--- config.mk ---
export PLATFORM = sky130hd
export DESIGN_NAME = hamming_dec_engine
export DESIGN_NICKNAME = d
export VERILOG_FILES = /design/src/rtl/hamming_dec_engine.sv
export SDC_FILE = /design/constraint.sdc
export NUM_CORES = 1
export LEC_CHECK = 0
export ABC_CLOCK_PERIOD_IN_PS = 5420
export BUFFER_PORTS_ARGS = -buffer_cell sky130_fd_sc_hd__buf_2
export CAP_MARGIN = 10
export CORE_ASPECT_RATIO = 0.8
export CORE_MARGIN = 3
export CORE_UTILIZATION = 55
export CTS_BUF_LIST = sky130_fd_sc_hd__clkbuf_8
export DETAILED_ROUTE_END_ITERATION = 8
export PLACE_DENSITY = 0.81
export SLEW_MARGIN = 20
export SYNTH_ARGS = -nofsm -noshare
export SYNTH_HDL_FRONTEND = slang
export SYNTH_SLANG_ARGS = --single-unit
--- constraint.sdc ---
create_clock -name clk -period 5.42 [get_ports clk]
set_input_delay 0.813 -clock clk [delete_from_list [all_inputs] [get_ports clk]]
set_output_delay 0.813 -clock clk [all_outputs]
set_load 0.02 [all_outputs]
--- src/rtl/hamming_dec_engine.sv ---
// hamming_dec_engine: memory-side SECDED decoder. Walks N_WORDS little-endian
// 16-bit codewords starting at SRC_BASE, corrects/flags each one, and writes
// {d[7:0]} and {F, 3'b000, d[10:8]} back starting at DST_BASE.
module hamming_dec_engine #(
  parameter  int W          = 8,
  parameter  int byte_count = 256,
  parameter  int N_WORDS    = 15,
  parameter  int SRC_BASE   = 64,
  parameter  int DST_BASE   = 94,
  localparam int AW         = $clog2(byte_count)
) (
  input  logic          clk,
  input  logic          reset_n,
  input  logic          start,
  input  logic [W-1:0]  data_out,
  output logic [AW-1:0] raddr,
  output logic [AW-1:0] waddr,
  output logic [W-1:0]  data_in,
  output logic          write_en,
  output logic          busy,
  output logic          done,
  output logic [3:0]    err1_cnt,
  output logic [3:0]    err2_cnt
);

  typedef enum logic [2:0] {IDLE, RD_LO, RD_HI, WR_LO, WR_HI, DONE} state_t;

  state_t        r_state, w_next;
  logic [AW-1:0] r_idx;
  logic [7:0]    r_lo;
  logic [7:0]    r_res_lo, r_res_hi;
  logic [3:0]    r_err1, r_err2;

  logic [15:0]   w_cw, w_fix;
  logic [3:0]    w_syn;
  logic          w_pe;
  logic [1:0]    w_flag;
  logic [10:0]   w_data;
  logic [AW-1:0] w_off, w_src_lo, w_dst_lo;
  logic          w_last;

  // Word offset and wrapped source/destination addresses (modulo byte_count)
  assign w_off    = r_idx + r_idx;
  assign w_src_lo = AW'(SRC_BASE) + w_off;
  assign w_dst_lo = AW'(DST_BASE) + w_off;
  assign w_last   = (r_idx == AW'(N_WORDS - 1));

  assign err1_cnt = r_err1;
  assign err2_cnt = r_err2;

  // SECDED decode of the captured low byte and the live high byte
  always_comb begin
    w_cw  = {data_out, r_lo};
    w_syn = '0;
    for (int unsigned k = 1; k < 16; k++) begin
      if (w_cw[k]) w_syn = w_syn ^ 4'(k);
    end
    w_pe   = ^w_cw;
    w_fix  = w_cw;
    w_flag = 2'b00;
    if (w_syn != '0 && w_pe) begin
      w_fix[w_syn] = ~w_cw[w_syn];
      w_flag       = 2'b01;
    end else if (w_syn == '0 && w_pe) begin
      w_flag = 2'b01;
    end else if (w_syn != '0 && !w_pe) begin
      w_flag = 2'b10;
    end
    w_data = {w_fix[15:9], w_fix[7:5], w_fix[3]};
  end

  // State register
  always_ff @(posedge clk or negedge reset_n) begin
    if (!reset_n) r_state <= IDLE;
    else          r_state <= w_next;
  end

  // Next-state and state-decoded memory/status outputs
  always_comb begin
    w_next   = r_state;
    raddr    = '0;
    waddr    = '0;
    data_in  = '0;
    write_en = 1'b0;
    busy     = 1'b0;
    done     = 1'b0;
    case (r_state)
      IDLE:  if (start) w_next = RD_LO;
      RD_LO: begin
        raddr  = w_src_lo;
        busy   = 1'b1;
        w_next = RD_HI;
      end
      RD_HI: begin
        raddr  = w_src_lo + AW'(1);
        busy   = 1'b1;
        w_next = WR_LO;
      end
      WR_LO: begin
        waddr    = w_dst_lo;
        data_in  = r_res_lo;
        write_en = 1'b1;
        busy     = 1'b1;
        w_next   = WR_HI;
      end
      WR_HI: begin
        waddr    = w_dst_lo + AW'(1);
        data_in  = r_res_hi;
        write_en = 1'b1;
        busy     = 1'b1;
        w_next   = w_last ? DONE : RD_LO;
      end
      DONE: begin
        done   = 1'b1;
        w_next = IDLE;
      end
      default: w_next = IDLE;
    endcase
  end

  // Datapath: byte capture, result registers, word index, error counters
  always_ff @(posedge clk or negedge reset_n) begin
    if (!reset_n) begin
      r_idx    <= '0;
      r_lo     <= '0;
      r_res_lo <= '0;
      r_res_hi <= '0;
      r_err1   <= '0;
      r_err2   <= '0;
    end else begin
      case (r_state)
        IDLE: if (start) begin
          r_idx  <= '0;
          r_err1 <= '0;
          r_err2 <= '0;
        end
        RD_LO: r_lo <= data_out;
        RD_HI: begin
          r_res_lo <= w_data[7:0];
          r_res_hi <= {w_flag, 3'b000, w_data[10:8]};
        end
        WR_HI: begin
          if (r_res_hi[7:6] == 2'b01) r_err1 <= r_err1 + 4'd1;
          if (r_res_hi[7:6] == 2'b10) r_err2 <= r_err2 + 4'd1;
          if (!w_last) r_idx <= r_idx + AW'(1);
        end
        default: ;
      endcase
    end
  end

endmodule
; ---- Word-level counts from Yosys, hierarchy flattened
; Index checks and enable logic that the tools add are counted.
[totals]
out_inout_bits = 35
register_bits = 40
inputBits = 11
word_cells = 100
[classes]
n_eq_ne = 12
addsub = 8
bitwise = 15
n_reduce_logical = 15
mux = 41
n_lt_le_gt_ge = 2
[op_table]
columns = operator, n
row1 = one-hot mux 8 bit (2 select lines), 4
row2 = 2-to-1 mux 4 bit, 11
row3 = "adder 8 x 1 -> 8 bit, second input constant", 3
row4 = 2-to-1 mux 3 bit, 6
row5 = "adder 7 x 8 -> 8 bit, first input constant", 2
row6 = bitwise mux 16 bit, 1
row7 = 2-to-1 mux 16 bit, 1
row8 = 2-to-1 mux 8 bit, 2
row9 = one-hot mux 4 bit (2 select lines), 2
row10 = parity 16 bit, 1
row11 = one-hot mux 3 bit (5 select lines), 1
row12 = inverter 2 bit, 6
row13 = inverter 3 bit, 4
row14 = 2-to-1 mux 2 bit, 5
row15 = AND reduction 3 bit, 3
row16 = "adder 4 x 1 -> 4 bit, second input constant", 2
row17 = adder 8 bit, 1
row18 = "equality test 8 x 4 -> 1 bit, second input constant", 1
row19 = "inequality test 2 bit, second input constant", 4
row20 = "equality test 3 x 2 -> 1 bit, second input constant", 2
row21 = "equality test 3 bit, second input constant", 2
row22 = 2-to-1 mux 1 bit, 6
row23 = "< comparator 4 x 5 -> 1 bit, second input constant", 1
row24 = binary-select mux 1 bit (select 4 bit), 1
row25 = 16 further kinds, 21

; ---- Longest topological paths before layout
[logic_depth]
depth_word = 32
mapped_depth = 9
depth_no_buf = 9

; ---- Worst setup path after synthesis
; No wires, ideal clock.
[synth_timing]
path_kind = input to register
startpoint = in data_out[3]
endpoint = reg r_res_lo[2]
setup_ns = 0.130
path_stages = 8
t_arrival_ns = 2.773
n_path_buf = 1
t_required_ns = 5.290
slack_ns = 2.517
cell_sequence = buf_2 -> xnor3_1 -> xnor3_2 -> xor2_1 -> and3_1 -> a2111oi_0 -> nor4bb_2 -> a21oi_1
[synth_between]
elab_chain_len = 15
elab_cells_between_ends = 22
cone_classes = order compare: 2 / mux: 11 / bitwise: 5 / reduce/logical: 4
[synth_rtl]
columns = item, line_no
row1 = "start, declared", 15  ; input logic [W-1:0] data_out,
row2 = 2-to-1 mux 4 bit, 56  ; if (w_cw[k]) w_syn = w_syn ^ 4'(k);
row3 = inverter 2 bit (no line), -
row4 = 2-to-1 mux 4 bit, 56
row5 = inverter 3 bit (no line), -
row6 = 2-to-1 mux 4 bit, 56
row7 = inverter 3 bit (no line), -
row8 = 2-to-1 mux 4 bit, 56
row9 = inverter 4 bit (no line), -
row10 = 2-to-1 mux 4 bit, 56
row11 = < comparator 4 x 5 -> 1 bit (not written as such) or greater-or-equal comparator 4 x 1 -> 1 bit (tied branches), 62  ; w_fix[w_syn] = ~w_cw[w_syn];
row12 = logical AND 1 bit (not written as such), 62
row13 = 2-to-1 mux 1 bit (not written as such), 62
row14 = demux 1 bit (select 4 bit), 62
row15 = bitwise mux 16 bit, 62
row16 = 2-to-1 mux 16 bit *, 61  ; if (w_syn != '0 && w_pe) begin
row17 = "end signal, assigned", 139  ; r_res_lo <= w_data[7:0];
row18 = "end, declared", 31  ; logic [7:0] r_res_lo, r_res_hi;
; Every way passes the cells marked *; elsewhere a longest branch is shown, timed or not. The select of a mux whose other input is x is not followed.
; A chain may end at the register's enable or synchronous reset.

; ---- Worst setup path in the final report
[layout_timing]
startpoint = reg r_state[2]
endpoint = out raddr[3]
[layout_between]
elab_chain_len = 2
elab_cells_between_ends = 3
cone_classes = eq/ne: 2 / mux: 1
[layout_rtl]
columns = item, line_no
row1 = "start, declared", 28  ; state_t r_state, w_next;
row2 = "start signal, assigned", 75  ; else r_state <= w_next;
row3 = equality test 3 x 2 -> 1 bit or equality test 3 x 1 -> 1 bit (tied branches), 87  ; case (r_state)
row4 = one-hot mux 8 bit (2 select lines) *, 87
row5 = "end, declared", 16  ; output logic [AW-1:0] raddr,
; Every way passes the cells marked *; elsewhere a longest branch is shown, timed or not.

==> metrics <==
status finished, final reports clean; via count 2435; io pins 46; clk sinks 40; Worst EP required 4610 ps; GRT met1 Usage 0.346; Post-Syn Instances 320; Synth Area in Compound Gates 0.148; Max Cap Violations 0; CTS Hold Buffers Added 0; number of diodes 0; Num CTS Buffers 5; Adder-Cell Fraction of Synth Area 0.0293; RSZ-0062 raised after global routing false; hold crit path type reg -> reg; proportion of synthesized area in mux cells 0.0406; Critical Path Source r_state[2]; Reg2Reg Depth 7; Post-route DRC 0; antenna viol nets, final 0; met2 Use GR 0.340; Fin Clk Skew 3.31 ps; worst slew pin tran 1010 ps; met3 track demand over resource 0.0384; worst reg2reg startpoint r_lo[7]; initial core utilization 0.602; DIE HEIGHT 70.9 µm; Reg clk slew, reported paths 70 ps; Post-Syn Nets 337; postcts setup bufs 0; initial antenna violation count 0; worst-case clock buffer depth 2; chip width 87.2 µm; htree depth 2; Crit Reg-Reg Endpoint r_res_lo[4]; register area share after synthesis 0.345; Max Slew Vio Count 0; clk_lat worst skew 290 ps; FF+latch count, synth 40; Startpoint Class flop; Setup TNS 0 ps; post-cts sizing count 0; Layout area overhead 10.3%; # setup viols final 0; min Tclk post-route 3410 ps; crit path DAT 2600 ps; Placeable Area 4820 µm²; CP Max Fanout 20; GRT busiest layer met1; Final Util 0.664; fill cell count 403; commonest cells after routing, fill and taps aside 45 x buf_2, 42 x nor2_1, 40 x dfrtp_1, 27 x nand2_1, 24 x o21ai_0; Total Nets Final 373; synth warn 0; XOR/XNOR Fraction of Synth Area 0.183; R2R setup slack 2530 ps; CTS root buffer clkbuf_8; main combinational cell family by area after synthesis simple AND/OR/NAND/NOR gates; CTS tree built; HPWL Detailed 4990 µm; GPL Wtd Cong 0.876; synth unique cells 55; Netlist Area Pre-Place 2900 µm²; fmax 293 MHz; drt total wl 6740 µm; Rows 22; WL per Instance 16.2 µm; share of cells above drive strength 1 0.205; Setup CP Type reg -> out; Iter 0 DRT Violations 238; global-route usage over all layers 0.229; most common cell after layout, fill and taps aside buf_2; first drt pass iteration count 4; Max-slew headroom 0.319; I/O Buffers 45; vias in the first global route 2209; Syn Area/Cell 9.06 µm²; Critical Path End Type output pin; crit share post-route 0.630; first-pass GRT wire length 11100 µm; Synth Area in Simple Gates 0.206; largest net degree at the start of global routing 41; Vias/cell 5.85; final hold violation count 0; Congestion Overflow GR 0; worst setup path endpoint raddr[3]; Die Area 6180 µm²
critical path, stage by stage (launching register included):
cell     delay (ps)
dfrtp_1         540
nor2_1           70
nand2_1         470
inv_1           350
nor2_1          590
nor2b_1         100
buf_2           180
cells in the mapped netlist (all sizes together):
master / number / area [µm²]
o221a: 2 / 22.5
nor2: 42 / 158
nand3: 5 / 25.0
buf: 8 / 53.8
o31ai: 6 / 45.0
nand4: 6 / 37.5
and3b: 1 / 8.76
ha: 6 / 75.1
nand3b: 3 / 22.5
nand4bb: 1 / 11.3
nor4bb: 1 / 16.3
a31oi: 2 / 12.5
a211oi: 2 / 15.0
nand2: 28 / 113
a2111oi: 1 / 8.76
nor3: 8 / 50.1
mux2: 6 / 67.6
nor2b: 4 / 25.0
xnor2: 24 / 259
or4: 1 / 7.51
nand2b: 1 / 6.26
mux2i: 5 / 50.1
dfrtp: 40 / 1000
a21boi: 1 / 7.51
or2: 1 / 6.26
a21o: 1 / 7.51
xnor3: 5 / 115
xor2: 17 / 156
a211o: 2 / 17.5
a22o: 5 / 43.8
a311o: 1 / 10.0
o22ai: 2 / 12.5
inv: 13 / 48.8
and3: 4 / 25.0
clkbuf: 9 / 33.8
nor4: 3 / 18.8
o21bai: 1 / 7.51
o21ai: 24 / 120
and2: 5 / 31.3
maj3: 1 / 10.0
nor3b: 1 / 7.51
a21oi: 15 / 82.6
or4b: 1 / 10.0
o311ai: 2 / 17.5
or3: 3 / 18.8
state kept, by name (all words and copies together), names as in the netlist:
name and flops:
r_idx 8, r_lo 8, r_res_lo 8, r_res_hi 5, err1_cnt 4, err2_cnt 4, r_state 3
how the worst min path moves through the flow:
stage / to / from / cells after the start / slack [ps]
6_report: r_res_lo[7] / r_res_lo[7] / 2 / 500
5_1_grt: r_res_lo[4] / r_res_lo[4] / 2 / 550
4_1_cts: r_res_lo[7] / r_res_lo[7] / 2 / 500
3_5_place_dp: r_res_lo[7] / r_res_lo[7] / 2 / 480
3_3_place_gp: r_res_lo[4] / r_res_lo[4] / 2 / 470
2_1_floorplan: r_res_lo[4] / r_res_lo[4] / 2 / 440
routing by layer:
layer | vias to the layer above | wire [µm] | part of all wire
met3 | 8 | 549 | 0.081
met4 | 0 | 84 | 0.012
met1 | 1147 | 3170 | 0.47
met5 | - | 0 | 0
li1 | 1182 | - | -
met2 | 98 | 2940 | 0.44
stage by stage:
| step | cells | hold WS (ps) | setup WS (ps) | cell area, µm² |
|---|---|---|---|---|
| floorplan | 320 | 442 | 2520 | 2900 |
| global placement | 409 | 470 | 2170 | 3120 |
| detailed placement | 409 | 481 | 2090 | 3120 |
| CTS | 416 | 498 | 2040 | 3200 |
| global route | 416 | 550 | 1790 | 3200 |
| finish | 416 | 497 | 2010 | 3200 |
layout make-up:
cell class	instances	area, µm²	area share
Clock inverter	2	8.76	0.00274
Inverter	13	48.8	0.0153
Timing Repair Buffer	46	233	0.0728
Sequential cell	40	1000	0.313
Multi-Input combinational cell	250	1760	0.551
Clock buffer	5	68.8	0.0215
Tap cell	60	75.1	0.0235
logic make-up after synthesis:
logic type,Yosys count
buf+inv,30
xor+xnor,46
compound gates,67
flops,40
fa+ha+maj,7
mux,11
simple gates,119
Power is left out: the tool's default activity adds up to more than one toggle a clock period on the data nets, which glitch-free logic cannot reach.
